<file path="config.mk">
export PLATFORM = sky130hd
export DESIGN_NAME = register_file_mp
export DESIGN_NICKNAME = d
export VERILOG_FILES = /design/src/rtl/register_file_mp_pkg.sv /design/src/rtl/register_file_mp_scoreboard.sv /design/src/rtl/register_file_mp.sv
export SDC_FILE = /design/constraint.sdc
export NUM_CORES = 2
export LEC_CHECK = 0
export CAP_MARGIN = 30
export CORE_UTILIZATION = 50
export CTS_CLUSTER_DIAMETER = 100
export CTS_CLUSTER_SIZE = 20
export DETAILED_ROUTE_END_ITERATION = 7
export PLACE_DENSITY = 0.69
export SLEW_MARGIN = 20
export SYNTH_ARGS = -nofsm -noshare
export SYNTH_HDL_FRONTEND = slang
export SYNTH_SLANG_ARGS = --single-unit
</file>
<file path="constraint.sdc">
create_clock -name clk -period 2.66 [get_ports clk]
set_clock_uncertainty 0.05 [all_clocks]
set_input_delay 0.266 -clock clk [delete_from_list [all_inputs] [get_ports clk]]
set_output_delay 0.266 -clock clk [all_outputs]
set_load 0.02 [all_outputs]
</file>
<file path="src/rtl/register_file_mp_pkg.sv">
// Shared constants and helpers for the multi-port register file.
//   ISA_WIDTH        default data width of every register
//   RF_AW            register address width
//   RF_NREGS_DEFAULT default number of architectural registers
//   RF_NRD_DEFAULT   default number of read ports
package register_file_mp_pkg;

    localparam int ISA_WIDTH        = 32;
    localparam int RF_AW            = 5;
    localparam int RF_NREGS_DEFAULT = 32;
    localparam int RF_NRD_DEFAULT   = 2;

    typedef logic [RF_AW-1:0] rf_addr_t;

    // True for a real, writable register: not x0 and inside the implemented range.
    function automatic logic addr_ok(input rf_addr_t a, input int nregs);
        return (a != '0) && (int'(a) < nregs);
    endfunction

endpackage

</file>
<file path="src/rtl/register_file_mp_scoreboard.sv">
// Per-register busy scoreboard.
//   clk, rst_n   clock, asynchronous active-low reset
//   rsv, rsv_a   reserve request from issue (marks rsv_a busy)
//   we, wa       writeback (clears wa busy)
//   busy         registered scoreboard vector, bit 0 always 0
//   busy_next    scoreboard value after the current edge
module rf_scoreboard
    import register_file_mp_pkg::*;
#(
    parameter int NREGS = RF_NREGS_DEFAULT
) (
    input  logic             clk,
    input  logic             rst_n,
    input  logic             rsv,
    input  rf_addr_t         rsv_a,
    input  logic             we,
    input  rf_addr_t         wa,
    output logic [NREGS-1:0] busy,
    output logic [NREGS-1:0] busy_next
);

    // Reserve beats writeback: a writeback landing in the same cycle as a
    // new reservation belongs to the older producer, so the register stays busy.
    // Addresses at or above NREGS never match any r and are ignored naturally.
    always_comb begin
        busy_next    = busy;
        busy_next[0] = 1'b0;
        for (int r = 1; r < NREGS; r++) begin
            if (rsv && (rsv_a == rf_addr_t'(r))) begin
                busy_next[r] = 1'b1;
            end else if (we && (wa == rf_addr_t'(r))) begin
                busy_next[r] = 1'b0;
            end
        end
    end

    always_ff @(posedge clk or negedge rst_n) begin
        if (!rst_n) begin
            busy <= '0;
        end else begin
            busy <= busy_next;
        end
    end

endmodule

</file>
<file path="src/rtl/register_file_mp.sv">
// Register file with NRD registered read ports, one write port with
// write-first bypass, and a per-register busy scoreboard. x0 reads as zero.
//   clk, rst_n   clock, asynchronous active-low reset
//   ra, re       packed read addresses (5 bits per port) and per-port enables
//   rdata, rbusy packed registered read data and busy flags per port
//   we, wa, wdata write port
//   rsv, rsv_a   scoreboard reserve request
//   busy         current scoreboard vector
module register_file_mp
    import register_file_mp_pkg::*;
#(
    parameter int XLEN  = ISA_WIDTH,
    parameter int NREGS = RF_NREGS_DEFAULT,
    parameter int NRD   = RF_NRD_DEFAULT
) (
    input  logic                clk,
    input  logic                rst_n,
    input  logic [NRD*RF_AW-1:0] ra,
    input  logic [NRD-1:0]      re,
    output logic [NRD*XLEN-1:0] rdata,
    output logic [NRD-1:0]      rbusy,
    input  logic                we,
    input  logic [RF_AW-1:0]    wa,
    input  logic [XLEN-1:0]     wdata,
    input  logic                rsv,
    input  logic [RF_AW-1:0]    rsv_a,
    output logic [NREGS-1:0]    busy
);

    localparam int IW = $clog2(NREGS);

    logic [XLEN-1:0]  regs [NREGS];
    logic [NREGS-1:0] busy_next;
    logic             wr_ok;

    assign wr_ok = we && addr_ok(wa, NREGS);

    always_ff @(posedge clk or negedge rst_n) begin
        if (!rst_n) begin
            for (int r = 0; r < NREGS; r++) begin
                regs[r] <= '0;
            end
        end else if (wr_ok) begin
            regs[wa[IW-1:0]] <= wdata;
        end
    end

    rf_scoreboard #(
        .NREGS(NREGS)
    ) u_scoreboard (
        .clk      (clk),
        .rst_n    (rst_n),
        .rsv      (rsv),
        .rsv_a    (rsv_a),
        .we       (we),
        .wa       (wa),
        .busy     (busy),
        .busy_next(busy_next)
    );

    for (genvar k = 0; k < NRD; k++) begin : g_rd
        rf_addr_t        a;
        logic            a_ok;
        logic [XLEN-1:0] rd_q;
        logic            rb_q;

        assign a    = ra[k*RF_AW +: RF_AW];
        assign a_ok = addr_ok(a, NREGS);

        // wr_ok already excludes x0 and out-of-range, so the bypass can only
        // hit a real register; rbusy samples busy_next to line up with it.
        always_ff @(posedge clk or negedge rst_n) begin
            if (!rst_n) begin
                rd_q <= '0;
                rb_q <= 1'b0;
            end else if (re[k]) begin
                if (!a_ok) begin
                    rd_q <= '0;
                    rb_q <= 1'b0;
                end else begin
                    rd_q <= (wr_ok && (wa == a)) ? wdata : regs[a[IW-1:0]];
                    rb_q <= busy_next[a[IW-1:0]];
                end
            end
        end

        assign rdata[k*XLEN +: XLEN] = rd_q;
        assign rbusy[k]              = rb_q;
    end

endmodule

</file>
# After elaboration in Yosys (flattened, before gate mapping)
# Index checks and enable logic that the tools add are counted.
# totals
ff_bits	1121
inputBits	58
wordCells	260
# classes
order_cmp	6
eq_ne	64
muxes	81
n_bitwise	3
reduce_logical	69
# ops
operator	count
1024-bit bitwise mux	1
32-bit binary-select mux with 5-bit select	2
32-bit two-way mux	9
32-bit demux with 5-bit select	1
5-bit == test, second input constant	32
5-bit by 4-bit == test with 1-bit output, second input constant	16
1-bit logical AND	66
1-bit two-way mux	66
5-bit by 3-bit == test with 1-bit output, second input constant	8
5-bit by 2-bit == test with 1-bit output, second input constant	4
6-bit >= comparator, second input constant	3
5-bit inverter with 6-bit output	3
5-bit nonzero test	3
5-bit by 6-bit less-than comparator with 1-bit output, second input constant	2
1-bit binary-select mux with 5-bit select	2
5-bit by 1-bit == test with 1-bit output, second input constant	2
5-bit == test	2
6-bit by 1-bit less-than comparator with 1-bit output, second input constant	1

# Logic depth before layout (Yosys ltp)
# depth
depth_word	7
ltp_mapped	11
depth_no_buf	7

# By module
# A second synthesis with hierarchy kept.
# unflattened
hier_cells	3969
hier_area_um2	58872.7
# by_module_without_submodules
module	instances	cells_per_inst	area_each_um2	seq_area_each_um2
register_file_mp	1	3841	57560.2	27276.2
rf_scoreboard	1	128	1312.5	775.7

# Worst setup path before layout
# Ideal clock, no wire load.
# synth_path
kind	input to register
start	input ra[6]
end	register g_rd[1].rd_q[0]
arrival_ns	2.141
required_time_ns	2.472
path_slack_ns	0.331
stages	9
n_path_buf	3
cell_sequence	clkbuf_1 -> clkbuf_1 -> clkbuf_1 -> mux4_2 -> mux4_2 -> mux2i_1 -> nand2_1 -> o21ai_1 -> o2bb2ai_1
# synth_between
elab_chain_cells	6
word_cells_on_any_way	9
cone_classes	1 x eq/ne; 5 x mux; 1 x bitwise; 2 x reduce/logical
# synth_lines
element	line_no	rtl
from (decl)	register_file_mp.sv:18	input logic [NRD*RF_AW-1:0] ra,
5-bit inverter with 6-bit output (not written as such)	register_file_mp.sv:81	rd_q <= (wr_ok && (wa == a)) ? wdata : regs[a[IW-1:0]];
32-bit binary-select mux with 5-bit select	register_file_mp.sv:81	
32-bit two-way mux (not written as such) (2 in series)	register_file_mp.sv:81	
32-bit two-way mux	register_file_mp.sv:81	
32-bit two-way mux (*)	register_file_mp.sv:77	if (!a_ok) begin
to (signal assigned)	register_file_mp.sv:81	
to (decl)	register_file_mp.sv:64	logic [XLEN-1:0] rd_q;
# Every way passes the cells marked *; elsewhere a longest branch is shown, timed or not. The select of a mux whose other input is x is not followed.
# A chain may end at the register's enable or synchronous reset.

# Worst setup path after layout
# layout_path
start	register regs[926] (netlist name)
end	register g_rd[1].rd_q[30]
# layout_between
elab_chain_cells	5
# layout_lines
element	line_no	rtl
from (decl)	register_file_mp.sv:32	logic [XLEN-1:0] regs [NREGS];
from (signal, indexed assignment)	register_file_mp.sv:44	regs[wa[IW-1:0]] <= wdata;
32-bit binary-select mux with 5-bit select	register_file_mp.sv:81	
32-bit two-way mux (not written as such) (2 in series)	register_file_mp.sv:81	
32-bit two-way mux	register_file_mp.sv:81	
32-bit two-way mux	register_file_mp.sv:77	
# Every way passes these cells. The select of a mux whose other input is x is not followed.

==> results.md <==
* First-pass GRT wire length at 274000 um
* Post-synth ARST share at 100%
* Met2 usage at 47.0%
* Total Power at 44.6 mW
* GR Overflow Total at 0
* Crit. Startpoint: regs[926]$_DFFE_PN0P_
* Required @ worst endpoint at 3.18 ns
* Layout cells sized above 1 at 43.6%
* Core ar. at 0.117 sq mm
* TritonCTS clock tree: done
* Nature of the critical path endpoint: register
* Site row count at 125
* Cells after synthesis at 4307
* CP Launch Type: register
* Worst vdd ir at 0.000501 V
* Hold Path Sink: g_rd[0].rd_q[0]$_DFFE_PN0P_
* Synth Register Bits at 1121
* Final Hold Vio Count at 0
* Worst-path fanout max at 3
* Final setup vio count at 0
* Commonest non-fill, non-tap cell in the layout: dfrtp_1
* Main combinational cell family by area after synthesis: multiplexers
* Placed cells at 5852
* Clock buffer depth at 3
* Max Freq at 460 MHz
* Grt peak-use layer: met2
* Worst path most repeated cell: mux4_2
* Post-synthesis cell area at 0.0593 sq mm
* Hold Path Depth at 3
* Min-delay src: ra[3]
* Synthesized Nets at 4365
* Vias/cell at 6.75
* Avg Cell Area, Syn at 13.8 sq um
* Clk sinks at 1121
* DR iter-0 viols at 4164
* H-tree Lvls at 3
* Mux cell area share after synthesis at 39.9%
* EDFF count, synth at 0
* Num CTS Buffers at 66
* Synthesized-area fraction occupied by adder cells at 0%
* RR Endpoint: g_rd[1].rd_q[30]$_DFFE_PN0P_
* Fin crit share at 81.7%
* Post-route setup slack at 0.486 ns
* Slowest-stage cell, CP: mux4_2
* Die ar. at 0.120 sq mm
* Syn. warnings at 0
* Largest stage delay on the critical path at 0.52 ns
* Reg clk slew, reported paths at 0.09 ns
* Post-DRT Antenna Nets at 0
* Worst R2R Setup Slack at 0.49 ns
* Synth Area in Simple Gates at 4.23%
* IO Count at 156
* Met1 global-route usage at 43.9%
* Max-cap violations at 0
* Root buffer cell: clkbuf_16
* DP HPWL at 112000 um
* Hold Crit Class: in2reg
* Post-CTS Setup Bufs at 0
* Number of global-route vias before repair at 40800
* Unrepaired setup endpoints after global routing: false
* Leading cell types in the layout, fill and taps excluded: dfrtp_1 (1121), mux2_2 (962), mux4_2 (483)
* Arrival @ worst endpoint at 2.70 ns
* Total number of vias at 40100
* Post-synthesis cell type count at 64
* Cell Chain, Critical Path: mux4_2, mux4_2, mux2i_1, nand2_1, o21ai_0, o2bb2ai_1
* Slew headroom at 42.6%
* I/O Buffers at 154
* DRT Wirelength at 182000 um
* Layout Nets at 4456
* Routed len/inst at 30.7 um
* Die H at 346 um
* Initial antenna violation count at 5
* Number of cells on the worst reg-to-reg path at 6
* Util after Layout at 57.3%
* GP Congestion at 0.909
* Setup TNS at 0 ns
* Pre-CTS WS at -0.0681 ns
* Final Slew Violations at 0
* Worst skew pair latency at 0.68 ns
* Tot GR Track Use at 30.6%
* First-pass detailed-route iteration total at 6
* Leakage power at 29.2 nW
* Kind of critical path: reg2reg
* RR Startpoint: regs[926]$_DFFE_PN0P_
* XOR/XNOR share of the synthesized area at 0.148%
* Status: completed
* Least-Margin Pin Slew at 0.849 ns
* Top_reg_cell synth: dfrtp_1
* Met3 Usage GRT at 5.63%
* Power per cell area at 666 mW/mm^2
* Initial core utilization at 50.8%
* Fin cells at 5932
* Filler cells at 9306
* Pin count of the biggest net entering global routing at 90
* Min Tclk post-route at 2.17 ns
* Share of the yosys chip area belonging to registers at 47.3%
* Area delta synth->final at 12.9%
* DRC Markers at 0
* Die Wd at 346 um
* Synth Area in Compound Gates at 5.05%
-- stage by stage --
step	hold WS [ns]	area, sq um
final	0.0523	67000
after global routing	0.102	67000
after CTS	0.00757	67000
after detailed placement	0.204	65100
after global placement	0.203	65100
after floorplan	-0.0796	59300
-- synthesized netlist by cell type (all sizes together) (37+ instances only) --
library cell	n	area, sq um
nor2b	37	231
nand2	427	1610
nor2	57	216
mux2	962	10800
a221oi	57	499
dfrtp	1121	28100
a21oi	78	390
buf	138	712
mux2i	195	1950
mux4	483	10900
a22oi	42	315
o21ai	176	881
clkbuf	333	1250
-- cells by family after synthesis --
group                  after synthesis
flip-flops                        1121
XOR/XNOR                            10
AND/OR/NAND/NOR                    585
buffers and inverters              482
multiplexers                      1640
AO/OA/AOI/OAI                      468
other                                1
-- critical path: cells and delay by family (launching register included) --
| family | cells | cell delay, ns |
|---|---|---|
| muxes | 3 | 1.38 |
| DFF | 1 | 0.40 |
| AOI/OAI and AO/OA | 2 | 0.16 |
| and+or+nand+nor | 1 | 0.08 |
-- layout make-up --
type	instances	area (sq um)	area share, %
Clock buffer	70	1730	2.58
Tap cell	1524	1910	2.85
Clock inverter	7	81.3	0.121
Antenna cell	1	2.50	0.00374
Timing Repair Buffer	494	5700	8.51
Inverter	11	42.5	0.0635
Sequential cell	1121	28100	41.9
Multi-Input combinational cell	2704	29500	44.0
-- power by group --
group,switching [mW],internal [mW],leakage [nW]
registers,2.44,20.3,14.4
logic,4.59,6.63,14.0
clock network,5.94,4.69,0.889
-- timing repair --
| item | 4_1_cts | 5_1_grt |
|---|---|---|
| hold buffers | 2 | 0 |
| resized for setup | 0 | 0 |
| endpoints found under the hold margin | 341 | 0 |
-- sequential cells by signal, summed over array words and instances, names as in the netlist --
register,flops
regs,1024
g_rd.rd_q,64
u_scoreboard.busy,31
g_rd.rb_q,2
-- per-layer routing --
metal,part of all wire [%],vias up,wire length (um)
li1,-,16300,-
met1,42,21500,75900
met2,46,1877,83800
met3,8.8,349,16000
met4,3.6,6,6610
met5,0.022,-,41
-- how the worst max path moves through the flow --
stage,to,slack [ns],cells after the start
after floorplan,g_rd[1].rd_q[0]$_DFFE_PN0P_,0.33,9
after global placement,g_rd[1].rd_q[2]$_DFFE_PN0P_,-0.05,10
after detailed placement,g_rd[0].rb_q$_DFFE_PN0P_,-0.07,9
after CTS,rdata[28],0.49,1
after global routing,g_rd[1].rd_q[30]$_DFFE_PN0P_,0.39,6
final,g_rd[1].rd_q[30]$_DFFE_PN0P_,0.49,6
No activity file was read; power rests on OpenSTA's default activity.
